File: config.mk
export PLATFORM = sky130hd
export DESIGN_NAME = conc_trace_recorder
export DESIGN_NICKNAME = d
export VERILOG_FILES = /design/src/rtl/conc_trace_recorder.sv
export SDC_FILE = /design/constraint.sdc
export NUM_CORES = 1
export LEC_CHECK = 0
export CAP_MARGIN = 15
export CORE_MARGIN = 2
export CORE_UTILIZATION = 62
export DETAILED_ROUTE_END_ITERATION = 7
export PLACE_DENSITY = 0.79
export SYNTH_ARGS = -nofsm -noshare
export SYNTH_HDL_FRONTEND = slang
export SYNTH_SLANG_ARGS = --single-unit
File: constraint.sdc
create_clock -name clock -period 3.9 [get_ports clock]
set_input_delay 0.78 -clock clock [delete_from_list [all_inputs] [get_ports clock]]
set_output_delay 0.78 -clock clock [all_outputs]
set_load 0.01 [all_outputs]
File: src/rtl/conc_trace_recorder.sv
// rtl/conc_trace_recorder.sv - packs live stimulus into opcodes with the DUT response, then replays the trace in address order
module conc_trace_recorder #(
    parameter int DEPTH = 101,
    parameter int AW    = 7,
    parameter int X_W   = 6
) (
    input  logic           clock,
    input  logic           reset,
    input  logic           arm,
    input  logic           stop,
    input  logic           obs,
    input  logic           stbi,
    input  logic [X_W-1:0] x_in,
    input  logic [X_W-1:0] x_out,
    input  logic           rd_ready,
    output logic           rd_valid,
    output logic [AW-1:0]  rd_addr,
    output logic [7:0]     rd_opcode,
    output logic [X_W-1:0] rd_resp,
    output logic           busy,
    output logic           done,
    output logic [AW-1:0]  count,
    output logic           overflow
);
    localparam int EW = 8 + X_W;
    localparam logic [AW-1:0] LAST_ADDR = AW'(DEPTH - 1);
    localparam logic [AW-1:0] ONE = AW'(1);

    typedef enum logic [1:0] {IDLE, CAPTURE, DRAIN, DONE} state_t;

    state_t        state;
    logic [EW-1:0] trace_mem [DEPTH];
    logic [AW-1:0] wp;
    logic [AW-1:0] fetch_ptr;
    logic          wr_en;
    logic          fetch_en;

    assign wr_en = !reset && (state == CAPTURE);

    // The output register doubles as the skid stage: refill it whenever it is empty or being drained.
    assign fetch_en = (state == DRAIN) && (!rd_valid || rd_ready) && (fetch_ptr <= count);

    always_ff @(posedge clock) begin
        if (wr_en) begin
            trace_mem[wp] <= {obs, stbi, x_in, x_out};
        end
    end

    always_ff @(posedge clock) begin
        if (reset) begin
            state     <= IDLE;
            wp        <= ONE;
            fetch_ptr <= ONE;
            count     <= '0;
            overflow  <= 1'b0;
            busy      <= 1'b0;
            done      <= 1'b0;
            rd_valid  <= 1'b0;
            rd_addr   <= '0;
            rd_opcode <= '0;
            rd_resp   <= '0;
        end else begin
            case (state)
                IDLE, DONE: begin
                    if (arm) begin
                        state    <= CAPTURE;
                        wp       <= ONE;
                        count    <= '0;
                        overflow <= 1'b0;
                        busy     <= 1'b1;
                        done     <= 1'b0;
                    end
                end
                CAPTURE: begin
                    wp    <= wp + ONE;
                    count <= count + ONE;
                    if (stop || (wp == LAST_ADDR)) begin
                        state     <= DRAIN;
                        overflow  <= (wp == LAST_ADDR) && !stop;
                        fetch_ptr <= ONE;
                        rd_valid  <= 1'b0;
                    end
                end
                DRAIN: begin
                    if (fetch_en) begin
                        rd_valid               <= 1'b1;
                        rd_addr                <= fetch_ptr;
                        {rd_opcode, rd_resp}   <= trace_mem[fetch_ptr];
                        fetch_ptr              <= fetch_ptr + ONE;
                    end else if (rd_valid && rd_ready) begin
                        rd_valid <= 1'b0;
                        if (rd_addr == count) begin
                            state <= DONE;
                            busy  <= 1'b0;
                            done  <= 1'b1;
                        end
                    end
                end
                default: state <= IDLE;
            endcase
        end
    end
endmodule
==> flow_results.org <==
** Outcome
- Outcome :: completed

** Synth
- The synthesized netlist contains 59 unique library cells.
- Number of synthesized flops with an enable pin :: 1414
- Share of Yosys cell area claimed by the top area cell type :: 0.7532
- Most frequent cell after synthesis :: sky130_fd_sc_hd__edfxtp_1
- Sequential cell area fraction in the yosys report :: 0.7702
- Counting every instance in the synthesized netlist gives 2696.
- Cell taking the most area after synthesis :: sky130_fd_sc_hd__edfxtp_1
- Mean area per synthesized cell :: 20.91 sq um
- Count of warnings emitted by yosys :: 0
- Counting flops and latches in the post-synthesis netlist gives 1462.
- Post-Syn Area :: 56380 sq um
- Top_reg_cell synth :: sky130_fd_sc_hd__edfxtp_1
- Counting every net in the synthesized netlist gives 2729.
- Top cell types by occurrence after synthesis :: sky130_fd_sc_hd__edfxtp_1, sky130_fd_sc_hd__mux4_2, sky130_fd_sc_hd__nor2_1
- Counting flops with an async set or reset pin after synthesis yields a share of 0.
- Top area cells in the synthesized netlist :: sky130_fd_sc_hd__edfxtp_1, sky130_fd_sc_hd__mux4_2, sky130_fd_sc_hd__dfxtp_1

** Timing
- After routing, the total negative slack on setup checks comes to 0 ps.
- Final setup violation count :: 0
- For the pin with the worst max-slew slack, the measured transition is 1252 ps.
- RSZ-0062 raised after global routing :: false
- The max-slew violation count was 0.
- Highest attainable clock frequency :: 275.2 MHz
- The clock arrives with 26.90 ps of skew.
- Final clock period utilization by the worst path :: 0.9318
- Worst-case headroom to the max-slew limit :: 0.1654
- Final Hold Viols :: 0
- After layout, the minimum clock period comes to 3634 ps.

** Drt
- Drt first-iter violations :: 5103
- After detailed routing, the number of remaining DRC violations is 0.
- 1st-pass router iterations :: 6
- For this block, the via count after detailed routing is 30600.
- DRT antenna net count :: 0
- Average wire per cell in the routed design :: 34.51 um
- For this block, the routed nets add up to 146.6 mm of wire.
- Number of vias per cell :: 7.203

** Pwr
- Total power divided by cell area :: 504.9 nW/um^2
- IR analysis of the VDD net gives a maximum drop of 0.4548 mV.
- Lkg Pwr :: 20.17 nW

** CTS
- Clock tree synthesis found a total of 1462 sinks.
- In this run the clock root is driven by a sky130_fd_sc_hd__clkbuf_16.
- Max Buffers Root-to-Sink :: 3
- Clock tree from TritonCTS :: built
- Register clock-pin slew on the reported worst setup and hold paths :: 60 ps
- The number of setup buffers added after CTS is 0.
- The H-tree was split into 4 levels.
- Inserted Clock Buffers :: 141
- Once the clock tree was built, the resizer swapped 0 gates to a different size.
- Buffers inserted to repair hold after CTS numbered 0.
- Worst-skew pair later-pin latency :: 770 ps

** Layout
- Storage element area :: 43430 sq um
- In the final layout, the share of cells above drive strength 1 is 0.2540.
- At the end of the flow, the number of nets in the layout was 2991.
- From synthesis to final layout, the design area changed by 13.42%.
- Fill cells in the final layout number 4985.
- Post-layout utilization of the core :: 0.7104
- Multi-input gate area :: 12210 sq um

** Floorplanning
- Row generation in the floorplan step produced 110 rows.
- Die width :: 305.5 um
- The die covers 93360 sq um.
- Ports placed on the boundary :: 51
- Starting Density :: 0.6263
- The die is 305.5 um tall.
- The core region is 90010 sq um.

** GRT
- Antenna violations before repair :: 5
- Largest net degree at the start of global routing :: 102
- Via count of the first global-routing pass :: 30110
- For this run the aggregate overflow at the end of global routing stands at 0.
- Across every metal layer, demand over resource in global routing totals 0.3174.
- The first global-routing pass estimated 210.8 mm of wire.

** Place
- After legalization and detailed placement, the total HPWL measured 83.79 mm.
- Final weighted congestion of routability-driven global placement :: 0.9212
- Buffers placed on the I/O ports in this run total 50.

** Setup path
- The worst setup path is of the reg2reg kind.
- The worst setup path is launched from a register.
- Critical Path Fanout Max :: 41
- The worst setup path is captured at a register.
- At the worst endpoint, the required time is 4540 ps.
- Data on the critical path arrives at its endpoint at 4270 ps.

** Flow run
- Max-cap viol count :: 0

** Hold path
- Worst min path class :: in2reg
-- flip-flops by register name, summed over array words and instances, names as in the netlist --
signal     count
trace_mem   1414
rd_opcode      8
count          7
fetch_ptr      7
rd_addr        7
wp             7
rd_resp        6
state          2
busy           1
done           1
overflow       1
rd_valid       1
-- worst paths after layout --
check,start,end,slack [ps],cells past startpoint
max,fetch_ptr[0],rd_opcode[3],270,6
min,x_in[5],trace_mem[39][11],330,1
max reg2reg,fetch_ptr[0],rd_opcode[3],270,6
min reg2reg,busy,busy,520,2
-- per-stage QoR --
stage | worst slack (ps) | power (W) | std cells | hold slack, ps | cell area (sq um)
2_1_floorplan | 672.3 | 0.01856 | 2696 | 491.2 | 56380
3_3_place_gp | 360.6 | 0.01930 | 3987 | 508.7 | 59440
3_5_place_dp | 354.5 | 0.01936 | 3987 | 500.7 | 59440
4_1_cts | 318.1 | 0.03228 | 4243 | 320.9 | 63850
5_1_grt | 17.58 | 0.03300 | 4247 | 337.8 | 63940
6_report | 266.0 | 0.03229 | 4248 | 327.6 | 63940
-- area by class of cell --
class | count | area share
clock buffers | 191 | 0.05993
diodes | 1 | 0.00003913
flip-flops and latches | 1462 | 0.6793
inverters | 18 | 0.001057
repair buffers | 271 | 0.03679
well taps | 1176 | 0.02301
multi-input cells | 1064 | 0.1910
clock inverters | 65 | 0.008942
-- cells by family after synthesis --
| kind of cell | synth area share |
|---|---|
| adder cells (fa/ha/maj) | 0.003107 |
| AO/OA/AOI/OAI | 0.04093 |
| XOR/XNOR | 0.002486 |
| AND/OR/NAND/NOR | 0.02412 |
| flip-flops | 0.7702 |
| buffers and inverters | 0.01418 |
| multiplexers | 0.1450 |
-- critical path, cell delays in order, from the launching register on --
cell	delay (ps)
sky130_fd_sc_hd__dfxtp_4	800
sky130_fd_sc_hd__buf_12	350
sky130_fd_sc_hd__mux4_2	560
sky130_fd_sc_hd__mux2_2	290
sky130_fd_sc_hd__a2111oi_0	890
sky130_fd_sc_hd__o21ai_1	250
sky130_fd_sc_hd__a32o_1	310
-- layer usage --
| metal | routed length [um] | vias up | GRT usage |
|---|---|---|---|
| met5 | 27 | - | 0 |
| met1 | 51320 | 15710 | 0.4445 |
| met4 | 6424 | 4 | 0.1297 |
| li1 | - | 11860 | - |
| met2 | 69790 | 2614 | 0.4907 |
| met3 | 19030 | 411 | 0.07585 |
-- power by group --
part	leakage [nW]	internal [W]	total, W	switching, W
clock	2.15	0.00735	0.0132	0.00582
sequential	13.1	0.0173	0.0174	0.000104
combinational	4.92	0.000596	0.00172	0.00113
total	20.2	0.0252	0.0323	0.00705
-- layout by cell type (no fill, tap or decap), types with 9 or more instances in the layout --
cell type                         synthesis  final
sky130_fd_sc_hd__buf_12                   0     15
sky130_fd_sc_hd__clkinv_2                 0     25
sky130_fd_sc_hd__a31oi_1                  9      9
sky130_fd_sc_hd__clkbuf_16                0    146
sky130_fd_sc_hd__mux2_2                  16     16
sky130_fd_sc_hd__nand2_1                 46     46
sky130_fd_sc_hd__o21ai_1                 15     15
sky130_fd_sc_hd__xnor2_1                 11     11
sky130_fd_sc_hd__a32o_1                  13     13
sky130_fd_sc_hd__clkinv_1                 1     20
sky130_fd_sc_hd__a22oi_1                 31     31
sky130_fd_sc_hd__o21ai_0                 13     13
sky130_fd_sc_hd__buf_4                   14    218
sky130_fd_sc_hd__inv_1                   16     16
sky130_fd_sc_hd__o211ai_1                22     22
sky130_fd_sc_hd__o221ai_1                20     20
sky130_fd_sc_hd__nor3_1                  15     11
sky130_fd_sc_hd__mux2i_1                 92     92
sky130_fd_sc_hd__o22ai_1                 41     41
sky130_fd_sc_hd__edfxtp_1              1414   1414
sky130_fd_sc_hd__nand4_1                 16     16
sky130_fd_sc_hd__clkdlybuf4s50_1          0     36
sky130_fd_sc_hd__a211oi_1                19     19
sky130_fd_sc_hd__dfxtp_1                 48     44
sky130_fd_sc_hd__nor2b_1                 13     11
sky130_fd_sc_hd__mux4_2                 314    314
sky130_fd_sc_hd__ha_1                    14     14
sky130_fd_sc_hd__a221oi_1                27     27
sky130_fd_sc_hd__nor2_1                 159    158
sky130_fd_sc_hd__a21oi_1                 27     27
sky130_fd_sc_hd__clkbuf_1                63     44
sky130_fd_sc_hd__nand3_1                 16     16
sky130_fd_sc_hd__a22o_1                  49     49
Power figures use the tool's default switching activity.
